### src/rtl/cond_exmem_stage.sv
// rtl/cond_exmem_stage.sv - execute-stage condition unit, NZCV flags register and EX/MEM pipeline register
//
// Purpose:
//   Holds the architectural NZCV flags, evaluates the 4-bit condition of the
//   instruction in E against them, gates that instruction's side effects
//   (register write, memory write, PC redirect, flag update) and registers the
//   surviving results into the memory stage.
//
// Configuration macro:
//   COND_EXEC_EN  defined   -> full ARM-style condition decode
//                 undefined -> every condition passes (CondExE = 1)
//
// Ports:
//   clk, reset                        clock, synchronous active-high reset
//   ALUResultE, ALUFlags, WriteDataE  ALU result, ALU flags {N,Z,C,V}, store data
//   WA3E, CondE, FlagWriteE           destination index, condition, flag-group write
//   RegWriteE, MemWriteE, MemtoRegE,
//   PCSrcE                            ungated control from decode
//   StallE, FlushE                    hazard-unit stall / kill of E
//   CondExE, BranchTakenE             combinational condition pass / taken branch
//   FlagsQ                            current flags register
//   ALUResultM, WriteDataM, WA3M,
//   RegWriteM, MemWriteM, MemtoRegM,
//   PCSrcM                            registered EX/MEM outputs

module cond_exmem_stage #(
  parameter int BITS = 32
) (
  input  logic            clk,
  input  logic            reset,
  input  logic [BITS-1:0] ALUResultE,
  input  logic [3:0]      ALUFlags,
  input  logic [BITS-1:0] WriteDataE,
  input  logic [3:0]      WA3E,
  input  logic [3:0]      CondE,
  input  logic [1:0]      FlagWriteE,
  input  logic            RegWriteE,
  input  logic            MemWriteE,
  input  logic            MemtoRegE,
  input  logic            PCSrcE,
  input  logic            StallE,
  input  logic            FlushE,
  output logic            CondExE,
  output logic            BranchTakenE,
  output logic [3:0]      FlagsQ,
  output logic [BITS-1:0] ALUResultM,
  output logic [BITS-1:0] WriteDataM,
  output logic [3:0]      WA3M,
  output logic            RegWriteM,
  output logic            MemWriteM,
  output logic            MemtoRegM,
  output logic            PCSrcM
);

  logic [3:0] flags_q;
  logic       flag_n, flag_z, flag_c, flag_v;
  logic       cond_ex;
  logic       we_nz, we_cv;

  assign flag_n = flags_q[3];
  assign flag_z = flags_q[2];
  assign flag_c = flags_q[1];
  assign flag_v = flags_q[0];

`ifdef COND_EXEC_EN
  always_comb begin
    cond_ex = 1'b1;
    case (CondE)
      4'b0000: cond_ex = flag_z;                              // EQ
      4'b0001: cond_ex = ~flag_z;                             // NE
      4'b0010: cond_ex = flag_c;                              // CS
      4'b0011: cond_ex = ~flag_c;                             // CC
      4'b0100: cond_ex = flag_n;                              // MI
      4'b0101: cond_ex = ~flag_n;                             // PL
      4'b0110: cond_ex = flag_v;                              // VS
      4'b0111: cond_ex = ~flag_v;                             // VC
      4'b1000: cond_ex = flag_c & ~flag_z;                    // HI
      4'b1001: cond_ex = ~flag_c | flag_z;                    // LS
      4'b1010: cond_ex = (flag_n == flag_v);                  // GE
      4'b1011: cond_ex = (flag_n != flag_v);                  // LT
      4'b1100: cond_ex = ~flag_z & (flag_n == flag_v);        // GT
      4'b1101: cond_ex = flag_z | (flag_n != flag_v);         // LE
      default: cond_ex = 1'b1;                                // AL and 1111
    endcase
  end
`else
  // Condition field ignored: every instruction executes. The flags are still
  // kept so that software observing FlagsQ sees the same register behaviour.
  logic unused_cond;
  assign unused_cond = ^{CondE, flag_n, flag_z, flag_c, flag_v};
  assign cond_ex     = 1'b1;
`endif

  assign CondExE      = cond_ex;
  assign BranchTakenE = PCSrcE & cond_ex & ~FlushE;

  // A stalled instruction must not touch the flags until the cycle it leaves
  // E, otherwise a multi-cycle stall would write them more than once.
  assign we_nz = FlagWriteE[1] & cond_ex & ~FlushE & ~StallE;
  assign we_cv = FlagWriteE[0] & cond_ex & ~FlushE & ~StallE;

  always_ff @(posedge clk) begin
    if (reset) begin
      flags_q <= 4'b0000;
    end else begin
      if (we_nz) flags_q[3:2] <= ALUFlags[3:2];
      if (we_cv) flags_q[1:0] <= ALUFlags[1:0];
    end
  end

  assign FlagsQ = flags_q;

  // EX/MEM register: reset > stall > flush > normal. Stall beats flush so a
  // held instruction is only killed when it is presented again unstalled.
  always_ff @(posedge clk) begin
    if (reset) begin
      ALUResultM <= '0;
      WriteDataM <= '0;
      WA3M       <= 4'd0;
      RegWriteM  <= 1'b0;
      MemWriteM  <= 1'b0;
      MemtoRegM  <= 1'b0;
      PCSrcM     <= 1'b0;
    end else if (StallE) begin
      ALUResultM <= ALUResultM;
      WriteDataM <= WriteDataM;
      WA3M       <= WA3M;
      RegWriteM  <= RegWriteM;
      MemWriteM  <= MemWriteM;
      MemtoRegM  <= MemtoRegM;
      PCSrcM     <= PCSrcM;
    end else if (FlushE) begin
      // Bubble: data still loads since the controls make it irrelevant.
      ALUResultM <= ALUResultE;
      WriteDataM <= WriteDataE;
      WA3M       <= WA3E;
      RegWriteM  <= 1'b0;
      MemWriteM  <= 1'b0;
      MemtoRegM  <= 1'b0;
      PCSrcM     <= 1'b0;
    end else begin
      ALUResultM <= ALUResultE;
      WriteDataM <= WriteDataE;
      WA3M       <= WA3E;
      RegWriteM  <= RegWriteE & cond_ex;
      MemWriteM  <= MemWriteE & cond_ex;
      MemtoRegM  <= MemtoRegE;
      PCSrcM     <= PCSrcE & cond_ex;
    end
  end

endmodule

### config.mk
export PLATFORM = sky130hd
export DESIGN_NAME = cond_exmem_stage
export DESIGN_NICKNAME = d
export VERILOG_FILES = /design/src/rtl/cond_exmem_stage.sv
export SDC_FILE = /design/constraint.sdc
export NUM_CORES = 1
export LEC_CHECK = 0
export ABC_AREA = 0
export CORE_UTILIZATION = 35
export CTS_CLUSTER_DIAMETER = 40
export CTS_CLUSTER_SIZE = 24
export DETAILED_ROUTE_END_ITERATION = 6
export PLACE_DENSITY = 0.85
export SLEW_MARGIN = 20
export SYNTH_ARGS = -nofsm -noshare
export SYNTH_HDL_FRONTEND = slang
export SYNTH_SLANG_ARGS = --single-unit
### constraint.sdc
create_clock -name clk -period 1.1 [get_ports clk]
set_input_delay 0.165 -clock clk [delete_from_list [all_inputs] [get_ports clk]]
set_output_delay 0.165 -clock clk [all_outputs]
set_load 0.005 [all_outputs]
==> summary.md <==
| Metric | Value |
|---|---|
| Critical R2R Capture | ALUResultM[4] |
| Endpoints failing setup | 0 |
| Crit Path Max Fanout | 2 |
| Area of the core | 7810 sq um |
| Clk slew on worst S/H paths | about 80 ps |
| DR DRC count | 0 |
| Outcome | completed |
| PD cells | approximately 1300 nW/um^2 |
| DP Area | 4440 sq um |
| Layout Cell Area excl Fill | 4710 sq um |
| WS Path Type | register to primary output |
| Final antenna-violating net count | 0 |
| Final Max Tran Viols | 0 |
| Final Hold Viols | 0 |
| Ys Warns | 0 |
| Num CTS Buffers | 9 |
| Vias in the first global route | roughly 2400 |
| Max Cap Viol | 0 |
| ANT cells | 0 |
| Seq/Total Area, Yosys | a little over half |
| Place WS | -385 ps |
| Synth Instances | between 200 and 300 |
| CP Data Required Time | ~940 ps |
| Final period util | roughly 100% |
| Initial DRC count | a little over 70 |
| TritonCTS clock tree | yes |
| Final HPWL DP | ~5000 um |
| Syn avg cell area | about 11 sq um |
| Post-route core utilization | 60.3% |
| Via/cell ratio | 4.47 |
| Worst setup EP type | primary output |
| Setup TNS | 0 ps |
| Most frequent cells in the layout | clkdlybuf4s50_1, mux2i_1, nor2_1 |
| Max Clock Skew | 0 ps |
| Slowest CP cell | dfxtp_2 |
| GP Congestion | 0.713 |
| Overall power | between 6 and 7 mW |
| Sw frac | 22.9% |
| Worst EP arrival | around 900 ps |
| Yosys cell types | 15 |
| WHS Endpoint | MemWriteM |
| R2r startpoint | ALUResultM[4] |
| Delay of the slowest critical-path stage | 350 ps |
| Layout cells sized above 1 | 25.6% |
| Commonest non-fill, non-tap cell in the layout | clkdlybuf4s50_1 |
| P&R area growth vs syn | 65.2% |
| Startpoint class of the critical path | register |
| P_int | roughly 4.8 mW |
| Boundary Pins | about 160 |
| Die span in y | 92.2 um |
| Placed cell count | slightly above 500 |
| Htree depth | 3 |
| Mapped Nets | 343 |
| Ranking of synthesized cells by area | dfxtp_1, mux2i_1, nor2_1, buf_12, nand2b_1 |
| Fillers | 673 |
| WL/cell | 13.5 um |
| Worst-case reg-to-reg path depth | 3 |
| Hold slack | 178 ps |
| Root Buffer Master | clkbuf_8 |
| WL final | 7140 um |
| CP cell instances | clkdlybuf4s15_1 |
| Die width | a little over 90 um |
| Power share of the sequential group | just under 50% |
| Fmax | 926 MHz |
| R2r setup slk | between 300 and 400 ps |
| Hold Crit Start | StallE |
| Initial antenna violation count | 0 |
| Min Tclk post-route | between 1000 and 1500 ps |
| CTS Sinks | 76 |
| WP buf/inv | 1 |
| Clock power share | 36.6% |
| Hold Path Cell Cnt | 3 |
| Port Buf Inserts | 158 |
| Net Switching | roughly 1.4 mW |
| Vias | ~2400 |
| First-pass GRT wire length | about 11000 um |
| Core Rows | 32 |
| Area leader, netlist | dfxtp_1 |
| Synthesized flop and latch total | 76 |
| Largest net degree at the start of global routing | 37 |
| Grt ovf | 0 |
| Lkg Pwr | 2.11 nW |
| Finished Layout Cells | approximately 530 |
| Max VDD drop | 0.716 mV |
| Die area | between 8000 and 9000 sq um |
| Critical path's top delay family | flip-flops |
| Post-Synthesis Cell Area | about 2800 sq um |
| Worst-skew pair later-pin latency | approximately 330 ps |
| Tot GR Track Use | approximately 17% |
| Initial Utilization | between 30% and 40% |
| Nets | between 500 and 600 |
| Synth top area share | 53.4% |
| CTS Buffer Depth | 2 |
| Worst hold-check path type | input port to register |
| Gate power share | 15.3% |
| Final Worst Setup Slack | 20.6 ps |
| Hold Buf Count CTS | 0 |
| Detailed-router iteration count before antenna repair | 4 |
per-layer routing:
metal  global-route usage (%)  part of all wire (%)  vias up
met4                     7.42                   2.0        0
li1                         -                     -     1179
met2                     30.0                    52       90
met5                        0                     0        -
met1                     18.3                    39     1089
met3                     4.73                   6.3       15
synthesized netlist by cell type:
library cell / number
or3b_2: 4
clkbuf_1: 6
buf_2: 2
buf_12: 8
nor2_1: 68
dfxtp_1: 76
conb_1: 1
buf_4: 1
nor3b_1: 1
nor3b_2: 1
a21oi_1: 4
mux2i_1: 72
nand2b_1: 8
nor2b_1: 1
nand2_1: 4
flip-flops by register name, summed over array words and instances, names as in the netlist:
register	cells
FlagsQ	4
MemWriteM	1
ALUResultM	32
RegWriteM	1
WriteDataM	32
WA3M	4
MemtoRegM	1
PCSrcM	1
kinds of logic after synthesis:
logic type,after synthesis,synth area share [%]
AO/OA/AOI/OAI,4,0.703
buffers and inverters,17,7.03
flip-flops,76,53.4
multiplexers,72,25.3
other,1,0.132
AND/OR/NAND/NOR,87,13.4
cell type report:
cell class	count	area (sq um)	area share [%]
clock buffer	10	128	2.71
timing repair buffer	173	1650	35.0
sequential	76	1590	33.8
multi-input combinational	164	1130	23.9
tap	102	128	2.71
clock inverter	6	88.8	1.89
power by group through the flow:
| stage | combinational [mW] | sequential, mW | clock (mW) |
|---|---|---|---|
| floorplan | 0.389 | 3.06 | 0 |
| global placement | 1.01 | 3.04 | 0 |
| detailed placement | 1.03 | 3.05 | 0 |
| CTS | 0.961 | 3.00 | 2.37 |
| finish | 0.961 | 3.01 | 2.29 |
| global route | 1.04 | 3.03 | 2.50 |
how the worst max path moves through the flow:
stage	start	cells past startpoint	endpoint	slack [ps]
global placement	FlushE	4	MemWriteM	-350
floorplan	StallE	2	MemWriteM	300
finish	ALUResultM[4]	1	ALUResultM[4]	20
global route	ALUResultM[4]	1	ALUResultM[4]	-40
detailed placement	FlushE	4	MemWriteM	-380
CTS	WriteDataM[18]	1	WriteDataM[18]	0.2
worst min-delay path, delay by kind of cell:
kind | cells | cell delay, ps
and+or+nand+nor | 1 | 70
buffers and inverters | 1 | 180
AOI/OAI and AO/OA | 1 | 60
what timing repair did:
action,in CTS,in global routing
gates resized for setup,156,68
setup buffers,5,4
hold endpoints to repair,0,0
setup endpoints to repair,78,54
(Power assumes the default switching activity.)
